## src/rtl/fifo_drain_stage.sv

```systemverilog
// Pop-side drain stage: 2-entry skid buffer between a FIFO and a
// valid/ready consumer, with an optional burst/gap pop throttle.
module fifo_drain_stage #(
  parameter int DATAW = 1,
  parameter int BURST = 0,
  parameter int GAP   = 1,
  parameter int CNTW  = $clog2(((BURST > GAP) ? BURST : GAP) + 1)
) (
  input  logic             clk,
  input  logic             reset_n,
  input  logic             enable,
  input  logic             flush,
  input  logic             fifo_empty,
  input  logic [DATAW-1:0] fifo_data,
  output logic             fifo_pop,
  output logic             valid_out,
  output logic [DATAW-1:0] data_out,
  input  logic             ready_out,
  output logic [1:0]       occupancy,
  output logic             throttled
);

  typedef enum logic {
    S_RUN,
    S_GAP
  } state_e;

  localparam bit THROTTLE = (BURST > 0);
  localparam logic [CNTW-1:0] BURST_LAST =
    CNTW'((BURST > 0) ? BURST - 1 : 0);
  localparam logic [CNTW-1:0] GAP_LAST =
    CNTW'((GAP > 0) ? GAP - 1 : 0);

  logic [DATAW-1:0] head_q, head_d;
  logic [DATAW-1:0] skid_q, skid_d;
  logic [1:0]       occ_q, occ_d;
  state_e           state_q, state_d;
  logic [CNTW-1:0]  cnt_q, cnt_d;

  logic pop;
  logic xfer;
  logic ld_head;
  logic ld_skid;
  logic shift;

  // Pop depends only on registered state and FIFO-side inputs.
  assign pop = reset_n & enable & ~flush & ~fifo_empty
             & (occ_q != 2'd2) & (state_q == S_RUN);
  assign xfer = valid_out & ready_out & ~flush;

  assign ld_head = pop & ((occ_q == 2'd0) | xfer);
  assign ld_skid = pop & ~ld_head;
  assign shift   = xfer & (occ_q == 2'd2);

  assign fifo_pop  = pop;
  assign valid_out = (occ_q != 2'd0);
  assign data_out  = head_q;
  assign occupancy = occ_q;
  assign throttled = (state_q == S_GAP);

  always_comb begin
    head_d = head_q;
    skid_d = skid_q;
    occ_d  = occ_q;
    if (flush) begin
      occ_d = 2'd0;
    end else begin
      unique case (1'b1)
        shift:   head_d = skid_q;
        ld_head: head_d = fifo_data;
        ld_skid: skid_d = fifo_data;
        default: ;
      endcase
      occ_d = occ_q + {1'b0, pop} - {1'b0, xfer};
    end
  end

  always_comb begin
    state_d = state_q;
    cnt_d   = cnt_q;
    if (!THROTTLE || flush) begin
      state_d = S_RUN;
      cnt_d   = '0;
    end else begin
      unique case (state_q)
        S_RUN: begin
          if (pop) begin
            if (cnt_q == BURST_LAST) begin
              cnt_d   = '0;
              state_d = S_GAP;
            end else begin
              cnt_d = cnt_q + CNTW'(1);
            end
          end
        end
        S_GAP: begin
          if (cnt_q == GAP_LAST) begin
            cnt_d   = '0;
            state_d = S_RUN;
          end else begin
            cnt_d = cnt_q + CNTW'(1);
          end
        end
        default: begin
          state_d = S_RUN;
          cnt_d   = '0;
        end
      endcase
    end
  end

  always_ff @(posedge clk or negedge reset_n) begin
    if (!reset_n) begin
      head_q  <= '0;
      skid_q  <= '0;
      occ_q   <= 2'd0;
      state_q <= S_RUN;
      cnt_q   <= '0;
    end else begin
      head_q  <= head_d;
      skid_q  <= skid_d;
      occ_q   <= occ_d;
      state_q <= state_d;
      cnt_q   <= cnt_d;
    end
  end

  a_hold: assert property (
    @(posedge clk) disable iff (!reset_n)
    (valid_out && !ready_out && !flush)
      |=> (valid_out && $stable(data_out))
  );

  a_no_pop_empty: assert property (
    @(posedge clk) disable iff (!reset_n)
    fifo_empty |-> !fifo_pop
  );

endmodule

```

## config.mk

```make
export PLATFORM = sky130hd
export DESIGN_NAME = fifo_drain_stage
export DESIGN_NICKNAME = d
export VERILOG_FILES = /design/src/rtl/fifo_drain_stage.sv
export SDC_FILE = /design/constraint.sdc
export NUM_CORES = 1
export LEC_CHECK = 0
export BUFFER_PORTS_ARGS = -buffer_cell sky130_fd_sc_hd__buf_4
export CAP_MARGIN = 30
export CORE_AREA = 3 3 40 42
export CTS_CLUSTER_SIZE = 10
export DETAILED_ROUTE_END_ITERATION = 8
export DIE_AREA = 0 0 43 45
export HOLD_SLACK_MARGIN = 0.15
export SETUP_SLACK_MARGIN = 0.5
export SYNTH_ARGS = -nofsm -noshare
export SYNTH_HDL_FRONTEND = slang
export SYNTH_SLANG_ARGS = --single-unit
export TNS_END_PERCENT = 30
```

## constraint.sdc

```tcl
create_clock -name clk -period 3.2 [get_ports clk]
set_input_delay 0.48 -clock clk [delete_from_list [all_inputs] [get_ports clk]]
set_output_delay 0.48 -clock clk [all_outputs]
set_load 0.02 [all_outputs]
```

# ---- Word-level counts from Yosys, hierarchy flattened
# Cells that the tools add are included.
# Widths: inputs -> output; s select.
dict set report totals {
  reg_bits 4
  latch_bits 0
  mem_bits_rw 0
  rom_bits 0
  input_bits 7
  out_inout_bits 6
  wordCells 27
  memories 0
}
dict set report classes {
  addsub 2
  n_mul 0
  div 0
  n_lt_le_gt_ge 0
  eq_ne 2
  n_shift 0
  mux 2
  bitwise_logic 13
  reduce_logical 5
}
# op count
set ops {}
lappend ops {{$and 1x1->1} 9}
lappend ops {{$reduce_and 2->1} 2}
lappend ops {{$reduce_bool 2->1} 2}
lappend ops {{$not 1->1} 3}
lappend ops {{$add 2x1->2} 1}
lappend ops {{$eq 2x2->1 const B} 1}
lappend ops {{$logic_not 2->1} 1}
lappend ops {{$mux 2} 1}
lappend ops {{$ne 2x2->1 const B} 1}
lappend ops {{$pmux 1 s2} 1}
lappend ops {{$sub 2x1->2} 1}
lappend ops {{$or 1x1->1} 1}

# ---- Depth between registers and ports, before layout
# Gate-level depths: netlist of run 1.
dict set report logic_depth {
  word_depth 8
  ltp_mapped 8
  mapped_depth_nobuf 8
}

# ---- Worst setup path after synthesis of run 1
# Ideal clock, no wire load.
dict set report synth_timing {
  path_kind {register -> register}
  from {reg occ_q[0] (netlist: occupancy[0])}
  to {reg occ_q[0] (netlist: occupancy[0])}
  setup_ns 0.118
  t_arrival_ns 1.629
  setup_slack_ns 1.453
  stages_incl_launch_ff 8
  period_less_slack_ns 1.747
  path_cell_list {dfrtp_1 -> nor2_1 -> inv_1 -> and3_1 -> ha_1 -> inv_1 -> ha_1 -> nor2b_1}
}
dict set report synth_between {
  elab_chain_len 5
}
# item line
set synth_rtl {}
lappend synth_rtl {{start, declared} 36} ;# logic [1:0] occ_q, occ_d;
lappend synth_rtl {{start signal, assigned} 116} ;# occ_q <= 2'd0;
lappend synth_rtl {{start signal, assigned} 122} ;# occ_q <= occ_d;
lappend synth_rtl {{$reduce_bool 2->1} 56} ;# assign valid_out = (occ_q != 2'd0);
lappend synth_rtl {{net valid_out} 16} ;# output logic valid_out,
lappend synth_rtl {{$and 1x1->1 (2 in a row)} 49} ;# assign xfer = valid_out & ready_out & ~flush;
lappend synth_rtl {{$sub 2x1->2} 74} ;# occ_d = occ_q + {1'b0, pop} - {1'b0, xfer};
lappend synth_rtl {{$mux 2} 65} ;# if (flush) begin
lappend synth_rtl {{net occ_d[0]} 36}
# The timed path passes the listed nets, and every way through them passes these cells.
# A chain may end at the register's enable or synchronous reset.

# ---- Final worst setup path of run 1
dict set report layout_timing {
  from {in reset_n}
  to {out fifo_pop}
}
dict set report layout_between {
  elab_chain_len 4
}
# item line
set layout_rtl {}
lappend layout_rtl {{start, declared} 10} ;# input logic reset_n,
lappend layout_rtl {{$and 1x1->1 (3 in a row)} 47} ;# assign pop = reset_n & enable & ~flush & ~fifo_empty
lappend layout_rtl {{$and 1x1->1} 48} ;# & (occ_q != 2'd2) & (state_q == S_RUN);
lappend layout_rtl {{end, declared} 15} ;# output logic fifo_pop,
# Every way passes these cells.

==> results of run 1 <==
[sequential cells by signal, summed over array words and instances (netlist names)]
register,flops
data_out,1
occupancy,2
skid_q,1
[worst max-delay path: stages]
cell	delay, ns
dlygate4sd3_1	0.53
buf_4	0.14
nand3b_1	0.13
nor3_1	0.21
buf_4	0.17
[cells by family after synthesis]
family,Yosys count,share of synthesized area [%]
AND/OR/NAND/NOR,12,23.4
buffers and inverters,5,7.66
flip-flops,4,34.0
AO/OA/AOI/OAI,3,6.38
multiplexers,3,12.8
adder cells (fa/ha/maj),2,8.51
XOR/XNOR,2,5.96
other,1,1.28
[cells in the mapped netlist, drive strengths merged (2+ instances only)]
master	instances	area share [%]
dfrtp	4	34
inv	4	5.1
mux2	3	13
ha	2	8.5
nor2	2	2.6
nor2b	2	4.3
nor3	2	3.4
[layout make-up]
| type | instances | area [µm²] |
|---|---|---|
| Sequential cell | 4 | 100 |
| Clock buffer | 3 | 22.5 |
| Timing Repair Buffer | 12 | 92.6 |
| Multi-Input combinational cell | 23 | 171 |
| Tap cell | 15 | 18.8 |
| Fill cell | 143 | 865 |
| Inverter | 4 | 15.0 |
[final timing paths]
check / start / end / slack, ns / cells after the start
max: reset_n / fifo_pop / 1.06 / 5
min: flush / occupancy[1]$_DFF_PN0_ / 0.45 / 2
max reg2reg: occupancy[0]$_DFF_PN0_ / occupancy[1]$_DFF_PN0_ / 1.55 / 8
min reg2reg: skid_q$_DFFE_PN0P_ / skid_q$_DFFE_PN0P_ / 0.50 / 1
max in group asynchronous: reset_n / skid_q$_DFFE_PN0P_ / 2.50 / 2
min in group asynchronous: reset_n / occupancy[0]$_DFF_PN0_ / 0.60 / 2
[cell usage in the layout (no fill, tap or decap)]
| cell type | n |
|---|---|
| nor2b_1 | 2 |
| o2111ai_1 | 1 |
| nand2b_1 | 1 |
| nor2_1 | 2 |
| clkbuf_4 | 3 |
| xnor2_1 | 1 |
| nor4_1 | 1 |
| dlygate4sd3_1 | 1 |
| mux2_2 | 1 |
| o21ai_0 | 1 |
| and3_1 | 1 |
| nand2_1 | 1 |
| and3b_1 | 1 |
| inv_1 | 4 |
| dfrtp_1 | 4 |
| buf_4 | 11 |
| xor2_1 | 1 |
| a21oi_1 | 1 |
| mux2_4 | 1 |
| conb_1 | 1 |
| ha_1 | 2 |
| mux2_1 | 1 |
| nand3b_1 | 1 |
| nor3_1 | 2 |
[power groups by stage]
stage	sequential, mW	combinational, mW	clock [mW]
finish	0.0603	0.0474	0.0585
CTS	0.0604	0.0483	0.0611
global placement	0.0608	0.0469	0
floorplan	0.0651	0.0224	0
global route	0.0616	0.0528	0.0635
detailed placement	0.0609	0.0472	0
[metal layers]
metal  share of wire (%)  GRT usage, %
met2                  44          9.58
met4                   0          3.61
met1                  45          8.74
met3                  11          4.78
met5                   0             0
[per-stage QoR]
stage | hold WS [ns] | instance area [µm²]
3_5_place_dp | 0.285 | 388
5_1_grt | 0.469 | 420
2_1_floorplan | 0.184 | 294
6_report | 0.454 | 420
3_3_place_gp | 0.283 | 388
4_1_cts | 0.450 | 420
==> results.ini, run 1 <==
[outcome]
status=complete, no violations

[worst_setup_path]
required_ns=2.72
path_class=primary input to primary output
end_kind=primary output
critPathMaxFanout=6
crit_arrival_ns=1.66
critPathLaunchType=primary input

[cells_and_area]
area_delta_synth_final_pct=43.0
drive_gt1_share_pct=34.8
layout.cells.non_filler=61
nets=57
utilization_pct=32.7
antennaDiodeCount=0

[logic_synthesis]
synth_seq_cells=4
syn-num-nets=41
synth_edf_count=0
yosysSeqAreaShare_pct=34.0
async_flop_share_pct=100
synthesis.area_um2=294
synthCells=32
avgSynthCellArea_um2=9.19
yosysUniqueCellTypes=22
synth_warnings=0
synthFlopType=dfrtp_1

[cts]
cts_made_buffers=3
tritoncts=yes
postCtsSetupBuffers=0
cts_sinks=4
ctsHoldBuffers=1
cts_max_level=1
clockBufferDepth=2
insertion_delay_ns=0.23
path_clk_slew_ns=0.03
cts_root_buf=clkbuf_4
cts_resized=0

[pwr]
leakage_nw=0.231
p_comb_share_pct=28.5
power_mw=0.166
power.density_mw_per_mm2=395
switchingPower_mw=0.0442
pwr-share-seq_pct=36.3
pwr-share-clk_pct=35.2
ir_drop_v=0.000173
intPower_mw=0.122
power_switching_share_pct=26.6

[grt]
first_global_vias=244
antenna_found_initial=0
grt.total_usage_pct=7.18
grt_pass1_wl_mm=1.00
overflow=0
grt_max_degree=8

[detailed_routing]
drcViolationCount=0
routed_wl_um=573
first_pass_iters=2
vias_per_cell=4.28
vias=261
drtAntennaViolNets=0
post_drt_wl_per_cell_um=9.39
dr.first_iter.drc_count=2

[place]
post-dp-hpwl_um=504
place_inst=57
gp_congestion=0.664
pre_cts_ws_ns=1.54
port_buffers=11

[floorplan]
num_rows=13
core_mm2=0.00128
io_pins=13
die_area_mm2=0.00194
die_w_um=43
die_h_um=45
start_util_pct=22.9

[worst_hold_path]
hold_class=primary input to flip-flop

[flow_run]
cap_violations=0

[sta]
finClkSkew_ns=0.000224
fin_crit_sh_pct=66.9
max_freq_mhz=467
final_hold_viol_count=0
rsz0062_at_grt=no
min_period_ns=2.14
setup_viol=0
setup_slack_ns=1.06
drv_slew=0
setup-tns-final_ns=0

No activity file was read; power rests on OpenSTA's default activity.
==> inputs of run 2 (changes only) <==
==> constraint.sdc (replaced) <==
create_clock -name clk -period 2.15 [get_ports clk]
set_input_delay 0.3225 -clock clk [delete_from_list [all_inputs] [get_ports clk]]
set_output_delay 0.3225 -clock clk [all_outputs]
set_load 0.02 [all_outputs]
==> run 2 against run 1 <==
- die area stayed put
- highest routed layer unchanged
- final area is 10% higher
- worst setup slack worse by 0.49 ns
==> results.ini, run 2 (synthesized netlist as in run 1, its figures left out) <==
[outcome]
status=complete, no violations  ; unchanged

[floorplan]
io_pins=13  ; unchanged
start_util_pct=22.9  ; unchanged
core_mm2=0.00128  ; unchanged
num_rows=13  ; unchanged
die_area_mm2=0.00194  ; unchanged
die_h_um=45  ; unchanged
die_w_um=43  ; unchanged

[detailed_routing]
dr.first_iter.drc_count=1  ; was 2
first_pass_iters=2  ; unchanged
post_drt_wl_per_cell_um=10.2  ; was 9.39 µm
vias=284  ; was 261
drtAntennaViolNets=0  ; unchanged
routed_wl_um=660  ; was 573 µm
drcViolationCount=0  ; unchanged
vias_per_cell=4.37  ; was 4.28

[pwr]
ir_drop_v=0.000223  ; was 0.000173 V
leakage_nw=0.241  ; was 0.231 nW
power.density_mw_per_mm2=586  ; was 395 mW/mm²

[worst_setup_path]
required_ns=2.27  ; was 2.72 ns
r2r-start=occupancy[1]$_DFF_PN0_  ; was occupancy[0]$_DFF_PN0_
critPathMaxFanout=3  ; was 6
path_class=flip-flop to flip-flop  ; was primary input to primary output
r2r_cells=7  ; was 8
r2r-end=occupancy[0]$_DFF_PN0_  ; was occupancy[1]$_DFF_PN0_
critPathLaunchType=flip-flop  ; was primary input
crit_arrival_ns=1.71  ; was 1.66 ns
critPathLaunch=occupancy[1]$_DFF_PN0_  ; was reset_n
end_kind=flip-flop  ; was primary output
timing.reg2reg.setup_slack_ns=0.56  ; was 1.55 ns

[sta]
final_hold_viol_count=0  ; unchanged
setup_viol=0  ; unchanged
min_period_ns=1.59
fin_crit_sh_pct=73.8
setup-tns-final_ns=0  ; unchanged
max_freq_mhz=630
finClkSkew_ns=0.00690  ; was 0.000224 ns
rsz0062_at_grt=yes  ; was no
drv_slew=0  ; unchanged
setup_slack_ns=0.563  ; was 1.06 ns

[place]
gp_congestion=0.716  ; was 0.664
post-dp-hpwl_um=493  ; was 504 µm
port_buffers=11  ; unchanged
dpl_cell_area_um2=393  ; was 388 µm²
pre_cts_ws_ns=0.521  ; was 1.54 ns

[worst_hold_path]
hp-start=flush  ; unchanged
hold_depth=2  ; unchanged
hold-path-endpoint=occupancy[1]$_DFF_PN0_  ; unchanged
hold_class=primary input to flip-flop  ; unchanged

[grt]
grt.total_usage_pct=7.19  ; was 7.18%
first_global_vias=271  ; was 244
grt_max_degree=8  ; unchanged
grt_pass1_wl_mm=1.02  ; was 1.00 mm
overflow=0  ; unchanged
antenna_found_initial=0  ; unchanged

[cells_and_area]
layout_common_cells=14 x buf_4, 3 x inv_1, 3 x clkbuf_4  ; was 11 x buf_4, 4 x inv_1, 4 x dfrtp_1
final_common_cell=buf_4  ; unchanged
nets=60  ; was 57
area_delta_synth_final_pct=57.9  ; was 43.0%
antennaDiodeCount=0  ; unchanged
nFillCells=137  ; was 143
final_area_um2=464  ; was 420 µm²
drive_gt1_share_pct=50.0  ; was 34.8%
largest_reg_flops=2  ; unchanged

[cts]
cts_made_buffers=3  ; unchanged
cts_root_buf=clkbuf_4  ; unchanged
insertion_delay_ns=0.23  ; about the same
tritoncts=yes  ; unchanged
cts_sinks=4  ; unchanged
path_clk_slew_ns=0.04  ; was 0.03 ns
clockBufferDepth=2  ; unchanged
cts_max_level=1  ; unchanged

[flow_run]
cap_violations=0  ; unchanged

-- run 2: routing by layer --
layer | global-route usage (%) | up-vias | part of all wire [%]
met5 | 0 | - | 0
met4 | 5.42 | 0 | 0
met3 | 3.19 | 0 | 8.2
met2 | 11.1 | 8 | 53
met1 | 7.80 | 132 | 38
li1 | - | 144 | -
-- run 2: where the power goes --
| part | switching [mW] | internal (mW) |
|---|---|---|
| combinational | 0.0383 | 0.0423 |
| sequential | 0.00600 | 0.0840 |
| clock | 0.0315 | 0.0697 |
| total | 0.0758 | 0.196 |
-- run 2: cell type report --
class | instances | area (µm²) | area share (%)
clock buffer | 4 | 26.3 | 5.66
inverter | 4 | 15.0 | 3.23
multi-input combinational | 23 | 186 | 40.2
sequential | 4 | 103 | 22.1
tap | 15 | 18.8 | 4.04
timing repair buffer | 15 | 115 | 24.8
-- run 2: worst max-delay path by stage --
stage	depth (start not counted)	slack, ns	end
2_1_floorplan	7	0.50	occupancy[0]$_DFF_PN0_
3_3_place_gp	8	0.54	occupancy[1]$_DFF_PN0_
3_5_place_dp	8	0.52	occupancy[1]$_DFF_PN0_
4_1_cts	8	0.51	occupancy[1]$_DFF_PN0_
5_1_grt	4	0.48	fifo_pop
6_report	7	0.56	occupancy[0]$_DFF_PN0_
-- run 2: through the flow --
step	hold slack (ns)	cells	power, mW	utilization [%]
after floorplan	0.0269	32	0.132	-
after global placement	0.125	57	0.163	30.6
after detailed placement	0.126	57	0.163	30.6
after CTS	0.283	62	0.270	33.4
after global routing	0.286	65	0.291	36.1
final	0.288	65	0.272	36.1
-- run 2: critical path: stages (launching register included) --
cell     delay, ns
dfrtp_2       0.42
nor2_4        0.13
inv_2         0.04
and3_4        0.16
ha_1          0.28
inv_1         0.06
ha_2          0.25
nor2b_1       0.12
-- run 2: repair_timing --
action,CTS,global route
gates resized for setup,0,3
hold buffers,1,0
endpoints found under the hold margin,4,0
setup endpoints to repair,0,2
buffers inserted,0,3
